==> src/rtl/ext_domain_power_sequencer.sv <==
// rtl/ext_domain_power_sequencer.sv - power switch / isolation / clock / reset sequencer for one external domain
module ext_domain_power_sequencer #(
  parameter int SWITCH_ACK_TIMEOUT = 64,
  parameter int ISO_SETTLE_CYCLES  = 4,
  parameter int RST_HOLD_CYCLES    = 8
) (
  input  logic       clk_i,
  input  logic       rst_i,
  input  logic       domain_on_req_i,
  input  logic       powergate_switch_ack_i,
  input  logic       clear_err_i,
  output logic       powergate_switch_o,
  output logic       iso_o,
  output logic       clk_en_o,
  output logic       domain_rst_no,
  output logic       powered_o,
  output logic       busy_o,
  output logic       timeout_err_o,
  output logic [2:0] state_o
);

  localparam int MAX_A   = (SWITCH_ACK_TIMEOUT > ISO_SETTLE_CYCLES) ? SWITCH_ACK_TIMEOUT : ISO_SETTLE_CYCLES;
  localparam int MAX_CYC = (MAX_A > RST_HOLD_CYCLES) ? MAX_A : RST_HOLD_CYCLES;
  localparam int CNT_W   = $clog2(MAX_CYC + 1);

  // Counter holds "remaining cycles minus one"; zero means this is the last cycle of the step.
  localparam logic [CNT_W-1:0] LD_ACK = CNT_W'(SWITCH_ACK_TIMEOUT - 1);
  localparam logic [CNT_W-1:0] LD_ISO = CNT_W'(ISO_SETTLE_CYCLES - 1);
  localparam logic [CNT_W-1:0] LD_RST = CNT_W'(RST_HOLD_CYCLES - 1);

  typedef enum logic [2:0] {
    ST_OFF       = 3'd0,
    ST_UP_SWITCH = 3'd1,
    ST_UP_ISO    = 3'd2,
    ST_UP_CLK    = 3'd3,
    ST_ON        = 3'd4,
    ST_DN_RST    = 3'd5,
    ST_DN_ISO    = 3'd6,
    ST_DN_SWITCH = 3'd7
  } state_t;

  state_t           state_q, state_d;
  logic [CNT_W-1:0] cnt_q, cnt_d;
  logic             err_q;
  logic             err_set;
  logic             expired;

  always_ff @(posedge clk_i) begin
    if (rst_i) begin
      state_q <= ST_OFF;
      cnt_q   <= '0;
      err_q   <= 1'b0;
    end else begin
      state_q <= state_d;
      cnt_q   <= cnt_d;
      if (err_set) begin
        err_q <= 1'b1;
      end else if (clear_err_i) begin
        err_q <= 1'b0;
      end
    end
  end

  always_comb begin
    state_d = state_q;
    err_set = 1'b0;
    expired = (cnt_q == '0);
    case (state_q)
      ST_OFF:       if (domain_on_req_i) state_d = ST_UP_SWITCH;
      ST_UP_SWITCH: begin
        // An ack seen on the final timeout cycle still counts as success.
        if (powergate_switch_ack_i) begin
          state_d = ST_UP_ISO;
        end else if (expired) begin
          err_set = 1'b1;
          state_d = ST_DN_SWITCH;
        end
      end
      ST_UP_ISO:    if (expired) state_d = ST_UP_CLK;
      ST_UP_CLK:    if (expired) state_d = ST_ON;
      ST_ON:        if (!domain_on_req_i) state_d = ST_DN_RST;
      ST_DN_RST:    if (expired) state_d = ST_DN_ISO;
      ST_DN_ISO:    if (expired) state_d = ST_DN_SWITCH;
      ST_DN_SWITCH: begin
        if (!powergate_switch_ack_i) begin
          state_d = ST_OFF;
        end else if (expired) begin
          err_set = 1'b1;
          state_d = ST_OFF;
        end
      end
      default:      state_d = ST_OFF;
    endcase

    cnt_d = cnt_q;
    if (state_d != state_q) begin
      case (state_d)
        ST_UP_SWITCH, ST_DN_SWITCH: cnt_d = LD_ACK;
        ST_UP_ISO, ST_DN_ISO:       cnt_d = LD_ISO;
        ST_UP_CLK, ST_DN_RST:       cnt_d = LD_RST;
        default:                    cnt_d = '0;
      endcase
    end else if (!expired) begin
      cnt_d = cnt_q - 1'b1;
    end
  end

  always_comb begin
    powergate_switch_o = 1'b0;
    iso_o              = 1'b1;
    clk_en_o           = 1'b0;
    domain_rst_no      = 1'b0;
    powered_o          = 1'b0;
    busy_o             = 1'b1;
    case (state_q)
      ST_OFF:       busy_o = 1'b0;
      ST_UP_SWITCH: powergate_switch_o = 1'b1;
      ST_UP_ISO: begin
        powergate_switch_o = 1'b1;
        iso_o              = 1'b0;
      end
      ST_UP_CLK, ST_DN_RST: begin
        powergate_switch_o = 1'b1;
        iso_o              = 1'b0;
        clk_en_o           = 1'b1;
      end
      ST_ON: begin
        powergate_switch_o = 1'b1;
        iso_o              = 1'b0;
        clk_en_o           = 1'b1;
        domain_rst_no      = 1'b1;
        powered_o          = 1'b1;
        busy_o             = 1'b0;
      end
      ST_DN_ISO:    powergate_switch_o = 1'b1;
      default:      powergate_switch_o = 1'b0;
    endcase
  end

  assign timeout_err_o = err_q;
  assign state_o       = state_q;

endmodule
==> config.mk <==
export PLATFORM = sky130hd
export DESIGN_NAME = ext_domain_power_sequencer
export DESIGN_NICKNAME = d
export VERILOG_FILES = /design/src/rtl/ext_domain_power_sequencer.sv
export SDC_FILE = /design/constraint.sdc
export NUM_CORES = 1
export LEC_CHECK = 0
export BUFFER_PORTS_ARGS = -buffer_cell sky130_fd_sc_hd__clkbuf_2
export CAP_MARGIN = 20
export CORE_MARGIN = 2
export CORE_UTILIZATION = 50
export DETAILED_ROUTE_END_ITERATION = 10
export PLACE_DENSITY = 0.7
export SLEW_MARGIN = 20
export SYNTH_ARGS = -nofsm -noshare
export SYNTH_HDL_FRONTEND = slang
export SYNTH_SLANG_ARGS = --single-unit
export TNS_END_PERCENT = 100
==> constraint.sdc <==
create_clock -name clk_i -period 5.95 [get_ports clk_i]
set_input_delay 0.595 -clock clk_i [delete_from_list [all_inputs] [get_ports clk_i]]
set_output_delay 0.595 -clock clk_i [all_outputs]
set_load 0.05 [all_outputs]
# Word-level counts from Yosys, hierarchy flattened

Cells that the tools add are included.

Output and inout bits: 10
Register bits: 11
Input bits: 5
Logic and storage cells: 53

Muxes and demuxes: 24
Equal/unequal tests: 15
Add/subtract/negate cells: 1
Reduce and logical (&&, ||, !) cells: 10

Operator list:

| operator            | count |
|---|---|
| $mux 3              | 9 |
| $pmux 3 s8          | 1 |
| $eq 3x3->1 const B  | 7 |
| $pmux 6 s3          | 1 |
| $mux 7              | 2 |
| $eq 3x2->1 const B  | 4 |
| $mux 1              | 10 |
| $reduce_or 2->1     | 4 |
| $logic_not 7->1     | 1 |
| $sub 7x1->7 const B | 1 |
| $eq 3x1->1 const B  | 2 |
| $reduce_or 6->1     | 1 |
| $reduce_or 4->1     | 1 |
| $logic_not 3->1     | 1 |
| $ne 3x3->1          | 1 |
| $reduce_or 3->1     | 1 |
| $ne 2x1->1 const B  | 1 |
| $pmux 1 s2          | 1 |
| $reduce_bool 2->1   | 1 |

# Depth between registers and ports, before layout

Depth after elaboration: 8
Depth in mapped cells: 11
Depth with buffers taken out: 8

# Worst setup path after synthesis

OpenSTA, ideal clock, no wires.

Path kind: reg-to-output
Start point: register state_q[2], in the netlist state_o[2]
End point: output powered_o
Data required time: 5,355 ps
Slack: 2,669 ps
Buffers on the path: 3
Cell stages (with the launch flop): 6
Arrival: 2,686 ps
Cell sequence: dfxtp_1 -> buf_2 -> buf_2 -> inv_1 -> nor3_1 -> buf_4

Cells in the longest elaborated chain, start to end: 2

Ends and longest elaborated chain:

| item                     | RTL line | RTL |
|---|---|---|
| start: declaration       | 42       | `state_t state_q, state_d;` |
| start signal: assignment | 54       | `state_q <= state_d;` |
| $eq 3x3->1               | n/a      |  |
| $mux 1                   | n/a      |  |
| end: declaration         | 16       | `output logic powered_o,` |

No other way between the ends.

# Worst setup path after layout

Start point: register state_q[1], in the netlist state_o[1]
End point: register cnt_q[4]

Cells in the longest elaborated chain, start to end: 7
Elaborated cells on any way between the ends: 31

Ends and longest elaborated chain:

| item                                     | RTL line   | RTL |
|---|---|---|
| $mux 3 (on tied branches)                | 87, 74, 83 |  |
| $mux 3 (on tied branches)                | 85, 72     |  |
| $pmux 3 s8                               | 68         | `case (state_q)` |
| $eq 3x2->1, or another cell as far along | 97         | `case (state_d)` |
| $reduce_or 2->1                          | 97         |  |
| $pmux 6 s3                               | 97         |  |
| $mux 7                                   | 96         | `if (state_d != state_q) begin` |
| end signal: assignment                   | 55         | `cnt_q <= cnt_d;` |
| end: declaration                         | 43         | `logic [CNT_W-1:0] cnt_q, cnt_d;` |

Parallel ways exist; a longest one is shown, timed or not.
A chain may end at the register's enable or synchronous reset.

==> impl_metrics.csv <==
group,metric,value,unit
synthesis,synth_top_area_share,0.2217,
synthesis,synth_fa_ha_area_frac,0.05038,
cts,clkTransAtPathRegs,70,ps
layout,n_fill_cell,186,
synthesis,synth_area_leader_cell,"dfxtp_1",
sta,slew_violations,0,
sta,tns,0,ps
layout,layout-drive-gt1-share,0.2443,
synthesis,synth_top_family_by_area,"simple AND/OR/NAND/NOR gates",
sta,tightest_slew,692.8,ps
layout,nets,141,
routing,drt_iter0_drc,34,
job,maxCapViolCount,0,
cts,cts_resized,0,
synthesis,synth-simple-area-share,0.2985,
floorplan,num_rows,16,
sta,rsz0062_at_grt,"no",
worst_setup_path,endpoint_kind,"register",
worst_setup_path,startpoint,"state_o[1]",
sta,setup_violations,0,
min_path,hold_class,"reg -> reg",
routing,wl_per_cell,13.75,µm
worst_setup_path,arrival,3270,ps
worst_setup_path,critPathMaxStageDelay,710,ps
worst_setup_path,worst-endpoint-required,6130,ps
worst_setup_path,cp_top_family,"simple AND/OR/NAND/NOR gates",
routing,ant_nets,0,
cts,htreeDepth,1,
placement,numPortBuffers,14,
worst_setup_path,timing.rr.start,"state_o[1]",
sta,hold_viol,0,
floorplan,die_area,2360,µm²
global_routing,met3_usage,0.05247,
global_routing,grt_use_met2,0.3264,
synthesis,syn_nets,133,
cts,cts_buffers,3,
sta,slew_headroom,0.5375,
cts,cts_buffer_depth,2,
routing,routed_wl,2.173,mm
routing,drt-pass1-iter-count,4,
sta,layout_setup_ws,2856,ps
placement,hpwl,1.597,mm
global_routing,overflow,0,
worst_setup_path,startpoint_type,"register",
synthesis,ys.flop_type,"dfxtp_1",
status,status,"finished clean",
routing,vias_per_cell,5.924,
synthesis,synth_compound_area_frac,0.2872,
sta,finalCritPeriodShare,0.5200,
floorplan,core,1922,µm²
synthesis,synth-seq-cells,11,
global_routing,met1_usage,0.2586,
cts,cts_tree,"built",
worst_setup_path,crit_chain,"inv_1 -> ha_1 -> or3_1 -> a21oi_2 -> a2111oi_4 -> or3_2 -> o32ai_1",
synthesis,synth_area,993.5,µm²
synthesis,synthXorXnorAreaFrac,0.04408,
global_routing,grt_max_degree,22,
sta,period_minus_slack,3094,ps
synthesis,synth_cell_type_count,53,
cts,ctsHoldBuffers,0,
routing,drc,0,
placement,place_ws,2934,ps
synthesis,synth_area_leaders,"dfxtp_1 (22%), ha_1 (5.0%), nor2_1 (4.5%)",
global_routing,grt_pass1_wl,3.788,mm
floorplan,die_w,48.58,µm
synthesis,synthCells,124,
synthesis,async_reset_ff_frac,0,
worst_setup_path,crit_type,"reg -> reg",
cts,clock-root-buffer,"clkbuf_4",
routing,num_vias,936,
floorplan,initial_core_util,0.5169,
cts,worstSkewPairLatency,270,ps
synthesis,yosysWarnings,0,
global_routing,antenna_found_initial,0,
synthesis,synth.avg_cell_area,8.012,µm²
floorplan,ioPinCount,15,
cts,post_cts_buffers,0,
placement,gp_congestion,0.8679,
synthesis,synth_edf_count,0,
layout,diodes,0,
cts,cts_sinks,11,
synthesis,seq_area_frac_synth,0.2217,
synthesis,synth_mux_area_frac,0.01134,
global_routing,grt_use_total,0.2000,
worst_setup_path,crit_fanout,21,
global_routing,grt_pass1_vias,812,
worst_setup_path,worst-path-buf-inv,1,
sta,fin_skew,0.6041,ps
global_routing,grt_busiest_layer,"met2",
sta,clock.fmax,323.2,MHz
min_path,hp-start,"timeout_err_o",
worst_setup_path,crit_slowest_cell,"dfxtp_1",
layout,area_growth_syn_to_layout,6.675,%
floorplan,die_y,48.58,µm
per-stage QoR:
stage	utilization	area [µm²]	cells	hold WS (ps)
6_report	0.5514	1060	158	475.5
5_1_grt	0.5514	1060	158	510.0
4_1_cts	0.5514	1060	158	485.2
3_5_place_dp	0.5378	1033	154	474.8
3_3_place_gp	0.5378	1033	154	458.0
2_1_floorplan	-	993.5	124	506.9
synth_stat cells (all sizes together) (2+ instances only):
cell type,instances
xnor2,4
o21ai,8
ha,4
nor2,12
a211oi,2
clkbuf,4
or3b,2
or3,3
nor3,7
nor2b,3
dfxtp,11
buf,7
a31oi,2
inv,6
a21oi,8
nand2,8
nand3,3
o32ai,3
layout make-up:
cell class,instances,area [µm²],area share
clock buffer,4,26.28,0.02479
tap,27,33.78,0.03188
timing repair buffer,14,70.07,0.06612
sequential,11,220.2,0.2078
multi-input combinational,96,686.9,0.6482
inverter,6,22.52,0.02125
cells by family (layout without fill, tap and decap cells):
family,Yosys count,count (layout)
adder cells (fa/ha/maj),4,4
flip-flops,11,11
multiplexers,1,1
buffers and inverters,17,24
AO/OA/AOI/OAI,36,36
AND/OR/NAND/NOR,50,50
XOR/XNOR,5,5
per-layer routing:
layer,wire (µm),share of wire
met3,114,0.052
met5,0,0
met1,1007,0.46
met4,34,0.016
met2,1016,0.47
path summary, 6_finish.rpt:
path | end | slack (ps) | cells after the start
worst max register to register | cnt_q[4] | 2860 | 7
worst min-delay path | timeout_err_o | 480 | 2
worst max-delay path | cnt_q[4] | 2860 | 7
worst min register to register | timeout_err_o | 480 | 2
state kept, by name, summed over array words and instances, names as in the netlist:
name	flops
cnt_q	7
state_o	3
timeout_err_o	1
worst reg2reg max path: cells and delay by family, from the launching register on:
family | cells | cell delay [ps]
flip-flops | 1 | 710
AO/OA/AOI/OAI | 3 | 700
buffers and inverters | 1 | 240
AND/OR/NAND/NOR | 2 | 1040
adder cells (fa/ha/maj) | 1 | 310
cell usage in the layout (no fill, tap or decap), drive strengths merged, types with 2 or more instances in the layout:
master  count
or3         3
ha          4
o32ai       3
xnor2       4
nor2b       3
a31oi       2
a211oi      2
nand3       3
nor2       12
or3b        2
dfxtp      11
o21ai       8
inv         6
nor3        7
a21oi       8
nand2       8
clkbuf     18
Power is not shown: default switching activity piles up to over one toggle a cycle in this logic, so the estimate is an artifact.
